===== config.mk =====
export PLATFORM = sky130hd
export DESIGN_NAME = apb_master
export DESIGN_NICKNAME = d
export VERILOG_FILES = /design/src/rtl/apb_master.sv
export SDC_FILE = /design/constraint.sdc
export NUM_CORES = 1
export LEC_CHECK = 0
export ABC_AREA = 0
export CORE_ASPECT_RATIO = 0.8
export CORE_MARGIN = 5
export CORE_UTILIZATION = 41
export DETAILED_ROUTE_END_ITERATION = 10
export MAX_ROUTING_LAYER = met4
export PLACE_DENSITY_LB_ADDON = 0.3
export SYNTH_ARGS = -nofsm -noshare
export SYNTH_HDL_FRONTEND = slang
export SYNTH_SLANG_ARGS = --single-unit

===== constraint.sdc =====
create_clock -name clk_i -period 2.1 [get_ports clk_i]
set_input_delay 0.63 -clock clk_i [delete_from_list [all_inputs] [get_ports clk_i]]
set_output_delay 0.63 -clock clk_i [all_outputs]
set_load 0.005 [all_outputs]

===== src/rtl/apb_master.sv =====
// APB master: turns single cmd/rsp requests into one APB SETUP/ACCESS transfer at a time.
// Optional macro APB_MASTER_TIMEOUT_EN aborts an ACCESS phase after TIMEOUT_CYCLES wait cycles.
module apb_master #(
   parameter int DATA_WIDTH     = 32,
   parameter int ADDR_WIDTH     = 32,
   parameter int TIMEOUT_CYCLES = 16
) (
   input  logic                    clk_i,
   input  logic                    rst_i,
   input  logic                    cmd_valid_i,
   output logic                    cmd_ready_o,
   input  logic                    cmd_write_i,
   input  logic [ADDR_WIDTH-1:0]   cmd_addr_i,
   input  logic [DATA_WIDTH-1:0]   cmd_wdata_i,
   input  logic [DATA_WIDTH/8-1:0] cmd_strb_i,
   output logic                    rsp_valid_o,
   output logic [DATA_WIDTH-1:0]   rsp_rdata_o,
   output logic                    rsp_err_o,
   output logic                    psel_o,
   output logic                    penable_o,
   output logic                    pwrite_o,
   output logic [ADDR_WIDTH-1:0]   paddr_o,
   output logic [DATA_WIDTH-1:0]   pwdata_o,
   output logic [DATA_WIDTH/8-1:0] pstrb_o,
   input  logic [DATA_WIDTH-1:0]   prdata_i,
   input  logic                    pready_i,
   input  logic                    pslverr_i
);

   typedef enum logic [1:0] {
      IDLE   = 2'd0,
      SETUP  = 2'd1,
      ACCESS = 2'd2
   } state_t;

   state_t state_r;
   logic   cmd_ready_r;

   if (TIMEOUT_CYCLES < 1) begin : g_bad_timeout
      $error("apb_master: TIMEOUT_CYCLES must be at least 1");
   end

`ifdef APB_MASTER_TIMEOUT_EN
   localparam int CNT_WIDTH = $clog2(TIMEOUT_CYCLES + 1);
   logic [CNT_WIDTH-1:0] tmo_cnt_r;
   logic                 tmo_hit_s;
   assign tmo_hit_s = (tmo_cnt_r == CNT_WIDTH'(TIMEOUT_CYCLES - 1));
`endif

   // The ready register is forced low while reset is applied so no command slips in.
   assign cmd_ready_o = cmd_ready_r & ~rst_i;

   // Transfer sequencer; all bus and response outputs are registered here.
   always_ff @(posedge clk_i) begin
      if (rst_i) begin
         state_r     <= IDLE;
         cmd_ready_r <= 1'b1;
         psel_o      <= 1'b0;
         penable_o   <= 1'b0;
         pwrite_o    <= 1'b0;
         paddr_o     <= '0;
         pwdata_o    <= '0;
         pstrb_o     <= '0;
         rsp_valid_o <= 1'b0;
         rsp_err_o   <= 1'b0;
         rsp_rdata_o <= '0;
`ifdef APB_MASTER_TIMEOUT_EN
         tmo_cnt_r   <= '0;
`endif
      end else begin
         rsp_valid_o <= 1'b0;
         case (state_r)
            IDLE: begin
               // The response cycle leaves ready low, so acceptance waits one more cycle.
               if (cmd_valid_i && cmd_ready_r) begin
                  paddr_o     <= cmd_addr_i;
                  pwrite_o    <= cmd_write_i;
                  pwdata_o    <= cmd_wdata_i;
                  pstrb_o     <= cmd_write_i ? cmd_strb_i : '0;
                  psel_o      <= 1'b1;
                  penable_o   <= 1'b0;
                  cmd_ready_r <= 1'b0;
                  state_r     <= SETUP;
               end else begin
                  cmd_ready_r <= 1'b1;
               end
            end
            SETUP: begin
               penable_o <= 1'b1;
               state_r   <= ACCESS;
`ifdef APB_MASTER_TIMEOUT_EN
               tmo_cnt_r <= '0;
`endif
            end
            ACCESS: begin
               if (pready_i) begin
                  psel_o      <= 1'b0;
                  penable_o   <= 1'b0;
                  rsp_valid_o <= 1'b1;
                  rsp_err_o   <= pslverr_i;
                  rsp_rdata_o <= pwrite_o ? '0 : prdata_i;
                  state_r     <= IDLE;
`ifdef APB_MASTER_TIMEOUT_EN
               end else if (tmo_hit_s) begin
                  psel_o      <= 1'b0;
                  penable_o   <= 1'b0;
                  rsp_valid_o <= 1'b1;
                  rsp_err_o   <= 1'b1;
                  rsp_rdata_o <= '0;
                  state_r     <= IDLE;
               end else begin
                  tmo_cnt_r   <= tmo_cnt_r + CNT_WIDTH'(1);
`else
               end else begin
                  state_r     <= ACCESS;
`endif
               end
            end
            default: begin
               psel_o      <= 1'b0;
               penable_o   <= 1'b0;
               cmd_ready_r <= 1'b0;
               state_r     <= IDLE;
            end
         endcase
      end
   end

endmodule


==> flow_metrics.py, run 1 <==
metrics = {
    "synth": {
        "synth_edf_count": 0,
        "yosys_warnings": 0,
        "syn-num-nets": 521,
        "async_flop_share_pct": 0,
        "avgSynthCellArea_sq_um": 9.00,
        "syn_inst": 411,
        "yosysTopAreaCell": "dfxtp_1",
        "synth_area_leaders": "dfxtp_1 58%, nand2_1 14%, a21oi_1 9.6%, a22o_1 7.6%, buf_2 1.9%",
        "yosysTopAreaCellShare_pct": 58.5,
        "ys_seq_elements": 108,
        "syn_area_sq_um": 3700,
        "synth_top_flop_cell": "dfxtp_1",
        "synth-seq-area-share_pct": 58.5,
        "synth_cell_type_count": 26,
    },
    "clock_tree": {
        "numCtsBuffers": 9,
        "clk_path_buf_depth": 2,
        "h-tree-depth": 3,
        "cts.clk_slew.worst_paths_ns": 0.07,
        "clock_sinks": 108,
        "clk-insertion-delay-late_ns": 0.34,
        "cts_root_buf": "clkbuf_16",
        "cts_tree": "built",
    },
    "critical_path": {
        "worstPathBufferInverterCount": 1,
        "critical-path-top-delay-family": "buffers and inverters",
        "worstPathRequired_ns": 1.47,
        "crit_chain": "clkdlybuf4s50_1",
        "cp-start-kind": "register",
        "crit_slowest_cell": "clkdlybuf4s50_1",
        "criticalPathCategory": "register to output port",
        "endpoint_kind": "output port",
        "cp.arrival_ns": 1.27,
        "cpPeakStageDelay_ns": 0.54,
        "worst-path-max-fanout": 3,
    },
    "finish": {
        "final_cell_mix": "209 x clkdlybuf4s50_1, 137 x nand2_1, 107 x dfxtp_1",
        "n_antenna_cell": 0,
        "syn_to_final_growth_pct": 68.4,
        "final_core_util_pct": 69.8,
        "final_common_cell": "clkdlybuf4s50_1",
        "drive_gt1_share_pct": 4.88,
        "fin_nets": 721,
    },
    "flow_run": {
        "drv_cap": 0,
    },
    "route": {
        "first_iter_violations": 209,
        "wire_per_inst_um": 15.2,
        "postRouteAntennaNets": 0,
        "dr.pass1.iters": 4,
        "vias": 3572,
        "drc_errors": 0,
        "finalWirelength_um": 11100,
        "viasPerCell": 4.89,
    },
    "sta": {
        "worst_pin_slew_ns": 0.453,
        "max_freq_mhz": 526,
        "slew_violations": 0,
        "setup_viol": 0,
        "fin_skew_ns": 0.00799,
        "fin_ws_ns": 0.200,
        "hold_viol": 0,
        "slew_headroom_pct": 69.8,
        "min_period_over_period_pct": 90.5,
        "hold_ws_ns": 0.457,
        "post-route-min-period_ns": 1.90,
        "setup-tns-final_ns": 0,
        "rsz0062_at_grt": "false",
    },
    "power_and_ir_drop": {
        "p_per_area_nw_per_um2": 992,
        "finalPower_uw": 6180,
        "leakagePower_uw": 0.00230,
        "ir_drop_v": 0.000651,
    },
    "place": {
        "pre_cts_ws_ns": 0.0987,
        "dp_hpwl_um": 8320,
        "io_buffers": 211,
        "gp_congestion": 0.763,
    },
    "global_route": {
        "grt_first_pass_wirelength_um": 16600,
        "antenna_found_initial": 0,
        "grt.total_usage_pct": 19.9,
        "grt_pass1_vias": 3484,
        "grt_max_degree": 44,
        "overflow": 0,
    },
    "floorplan": {
        "num_rows": 31,
        "core_sq_um": 8920,
        "die_area_sq_um": 11000,
        "fp.dieW_um": 116,
        "ioPinCount": 212,
        "start_util_pct": 41.5,
        "fp.dieH_um": 95.0,
    },
    "run_status": {
        "status": "finished, final reports clean",
    },
    "hold_path": {
        "hp-class": "register to register",
    },
}
-- worst paths after layout --
path / start / to / slack (ns) / cells after the start
worst max-delay path: pwrite_o$_SDFFE_PP0P_ / pwrite_o / 0.20 / 1
worst max register to register: state_r[0]$_SDFFE_PP0P_ / state_r[1]$_SDFFE_PP0P_ / 0.54 / 5
worst min register to register: pstrb_o[2]$_SDFFE_PP0P_ / pstrb_o[2]$_SDFFE_PP0P_ / 0.46 / 2
worst min-delay path: pstrb_o[2]$_SDFFE_PP0P_ / pstrb_o[2]$_SDFFE_PP0P_ / 0.46 / 2
-- kinds of logic (layout without fill, tap and decap cells) --
logic type / after synthesis / in the layout / synth area share [%]
buffers and inverters: 33 / 237 / 4.43
flip-flops: 108 / 108 / 58.5
adder cells (fa/ha/maj): 4 / 4 / 1.35
AO/OA/AOI/OAI: 108 / 108 / 18.3
AND/OR/NAND/NOR: 156 / 156 / 16.9
multiplexers: 2 / 2 / 0.541
-- power breakdown --
| group | switching [uW] | internal [uW] | total [uW] | leakage, uW |
|---|---|---|---|---|
| registers | 182 | 2390 | 2570 | 0.000879 |
| clock network | 725 | 834 | 1560 | 0.000131 |
| logic | 928 | 1120 | 2050 | 0.00129 |
-- registers in the layout, indices dropped and copies added, names as in the netlist --
name / flops
paddr_o: 32
pwdata_o: 32
rsp_rdata_o: 32
pstrb_o: 4
state_r: 2
cmd_ready_r: 1
penable_o: 1
psel_o: 1
pwrite_o: 1
rsp_err_o: 1
rsp_valid_o: 1
-- area by class of cell --
type | instances | area [sq um]
inverter | 3 | 11.3
clock buffer | 10 | 239
multi-input combinational | 270 | 1390
tap | 115 | 144
timing repair buffer | 219 | 2240
sequential | 108 | 2160
fill | 716 | 2690
clock inverter | 5 | 37.5
-- routing by layer --
layer  part of all wire [%]  global-route usage [%]  vias to the layer above  routed length, um
met5                      0                       -                        -                  0
met4                   0.93                    5.51                        0                104
met3                     10                    8.14                       10               1170
met2                     48                    33.6                      145               5330
met1                     41                    21.7                     1649               4520
li1                       -                       -                     1768                  -
-- what timing repair did --
| action | 4_1_cts | 5_1_grt |
|---|---|---|
| resized for setup | 0 | 2 |
| endpoints found under the setup margin | 0 | 1 |
| setup buffers | 0 | 0 |
| endpoints found under the hold margin | 0 | 0 |
| hold buffers | 0 | 0 |
-- worst register-to-register path, cell delays in order, from the launching register on --
cell and delay [ns]:
dfxtp_1 0.37, inv_1 0.11, ha_1 0.27, a21boi_2 0.22, or3b_1 0.36, a31oi_1 0.15
-- cells in the mapped netlist (all sizes together), types with 2 or more instances --
| master | number |
|---|---|
| nor2b | 3 |
| clkbuf | 12 |
| inv | 3 |
| nor2 | 2 |
| a22o | 32 |
| nand2 | 137 |
| nand2b | 2 |
| dfxtp | 108 |
| ha | 4 |
| nor3 | 2 |
| mux2i | 2 |
| buf | 18 |
| a21oi | 71 |
| nand3 | 6 |
-- through the flow --
step	cell area, sq um	instances
2_1_floorplan	3700	411
3_3_place_gp	5950	715
3_5_place_dp	5950	715
4_1_cts	6220	730
5_1_grt	6230	730
6_report	6230	730
Power figures use the tool's default switching activity.
==> run 2, diff against run 1 <==
- CORE_UTILIZATION: 41 -> 34
- clock period: 2.1 -> 1.7 ns (I/O delays scaled with it)
==> flow_metrics.py, run 2 (synthesis results as in run 1) <==
metrics = {
    "place": {
        "dpl_cell_area_sq_um": 6040,
        "dp_hpwl_um": 8510,
        "gp_congestion": 0.784,
        "io_buffers": 211,
        "place_inst": 753,
    },
    "critical_path": {
        "cp-start-kind": "register",
        "worstPathRequired_ns": 1.19,
        "reg2reg_to": "pstrb_o[0]$_SDFFE_PP0P_",
        "critical-path-top-delay-family": "buffers and inverters",
        "crit_chain": "clkdlybuf4s50_1",
        "endpoint_kind": "output port",
        "worstPathBufferInverterCount": 1,
        "cpPeakStageDelay_ns": 0.49,
        "r2r_slack_ns": 0.17,
        "criticalPathCategory": "register to output port",
        "crit_slowest_cell": "clkdlybuf4s50_1",
        "rr_worst_depth": 6,
        "r2r_start": "state_r[0]$_SDFFE_PP0P_",
        "cp.arrival_ns": 1.15,
        "worst-path-max-fanout": 2,
    },
    "flow_run": {
        "drv_cap": 0,
    },
    "sta": {
        "setup_viol": 0,
        "max_freq_mhz": 603,
        "fin_skew_ns": 0.00699,
        "worst_pin_slew_ns": 0.462,
        "hold_viol": 0,
        "setup-tns-final_ns": 0,
        "slew_violations": 0,
        "min_period_over_period_pct": 97.5,
        "slew_headroom_pct": 69.2,
        "rsz0062_at_grt": "false",
        "post-route-min-period_ns": 1.66,
    },
    "finish": {
        "stdcell_area_sq_um": 6290,
        "n_antenna_cell": 0,
        "fin_nets": 730,
        "drive_gt1_share_pct": 8.80,
        "final_core_util_pct": 58.5,
        "top_regs": "paddr_o: 32 flops, pwdata_o: 32 flops, rsp_rdata_o: 32 flops",
        "final_common_cell": "nand2_1",
        "final_cell_mix": "137 x nand2_1, 105 x clkdlybuf4s50_1, 93 x dfxtp_1",
        "syn_to_final_growth_pct": 70.1,
        "stdcell_count": 769,
    },
    "floorplan": {
        "ioPinCount": 212,
        "start_util_pct": 34.4,
        "fp.dieH_um": 103,
        "core_sq_um": 10800,
        "num_rows": 34,
        "fp.dieW_um": 127,
        "die_area_sq_um": 13100,
    },
    "power_and_ir_drop": {
        "p_per_area_nw_per_um2": 1200,
        "switchingPower_uw": 2350,
        "swShare_pct": 31.3,
        "ir_drop_v": 0.000623,
        "leakagePower_uw": 0.00305,
        "p_seq_share_pct": 42.1,
        "p_clk_share_pct": 26.5,
        "p_comb_share_pct": 31.4,
        "intPower_uw": 5170,
    },
    "hold_path": {
        "holdCritStartpoint": "pwdata_o[18]$_SDFFE_PP0P_",
        "holdPathEnd": "pwdata_o[18]$_SDFFE_PP0P_",
        "hp-class": "register to register",
        "hold_depth": 2,
    },
    "global_route": {
        "grt.total_usage_pct": 16.9,
        "overflow": 0,
        "grt_max_degree": 44,
        "antenna_found_initial": 0,
        "grt_pass1_vias": 3533,
        "grt_first_pass_wirelength_um": 17400,
    },
    "run_status": {
        "status": "finished, final reports clean",
    },
    "route": {
        "postRouteAntennaNets": 0,
        "dr.pass1.iters": 4,
        "viasPerCell": 4.70,
        "first_iter_violations": 121,
        "wire_per_inst_um": 14.9,
        "vias": 3612,
        "finalWirelength_um": 11500,
        "drc_errors": 0,
    },
    "clock_tree": {
        "clk_path_buf_depth": 2,
        "numCtsBuffers": 9,
        "postCtsSetupBuffers": 0,
        "cts_root_buf": "clkbuf_16",
        "cts.clk_slew.worst_paths_ns": 0.07,
        "clock_sinks": 108,
        "h-tree-depth": 3,
        "holdBufCountCts": 0,
        "cts_tree": "built",
        "clk-insertion-delay-late_ns": 0.34,
    },
}
==> run 2: metrics by stage <==
step / total power, uW / hold WS (ns) / worst slack (ns)
floorplan: 4370 / 0.448 / 0.247
global placement: 5780 / 0.441 / -0.105
detailed placement: 5850 / 0.446 / -0.194
CTS: 7650 / 0.453 / 0.0000496
global route: 8010 / 0.471 / 0.000453
finish: 7520 / 0.450 / 0.0429
==> run 2: worst max path at each step <==
stage | start | end | slack, ns | cells past startpoint
final | paddr_o[18]$_SDFFE_PP0P_ | paddr_o[18] | 0.04 | 1
after global routing | paddr_o[18]$_SDFFE_PP0P_ | paddr_o[18] | 0.0005 | 1
after CTS | pwdata_o[2]$_SDFFE_PP0P_ | pwdata_o[2] | 0.00005 | 1
after detailed placement | cmd_valid_i | pstrb_o[0]$_SDFFE_PP0P_ | -0.19 | 5
after global placement | pready_i | state_r[1]$_SDFFE_PP0P_ | -0.11 | 4
after floorplan | rst_i | cmd_ready_o | 0.25 | 3
==> run 2: area by class of cell <==
class	instances	area, sq um
inverter	3	11.3
multi-input combinational	270	1390
timing repair buffer	228	2240
tap	144	180
fill	963	4470
clock buffer	9	225
clock inverter	7	61.3
sequential	108	2180
==> run 2: power by group through the flow <==
stage	sequential [uW]	combinational [uW]	clock, uW
2_1_floorplan	3250	1120	0
3_3_place_gp	3210	2570	0
3_5_place_dp	3230	2610	0
4_1_cts	3170	2410	2070
5_1_grt	3220	2630	2160
6_report	3170	2360	1990
==> run 2: per-layer routing <==
layer	vias up	routed length [um]	global-route usage [%]
met4	0	123	4.37
met5	-	0	-
li1	1792	-	-
met2	126	5530	27.9
met1	1683	5010	20.1
met3	11	788	5.75
==> run 2: repair_timing <==
action	4_1_cts	5_1_grt
setup endpoints to repair	92	24
gates resized for setup	95	26
pin swaps	0	0
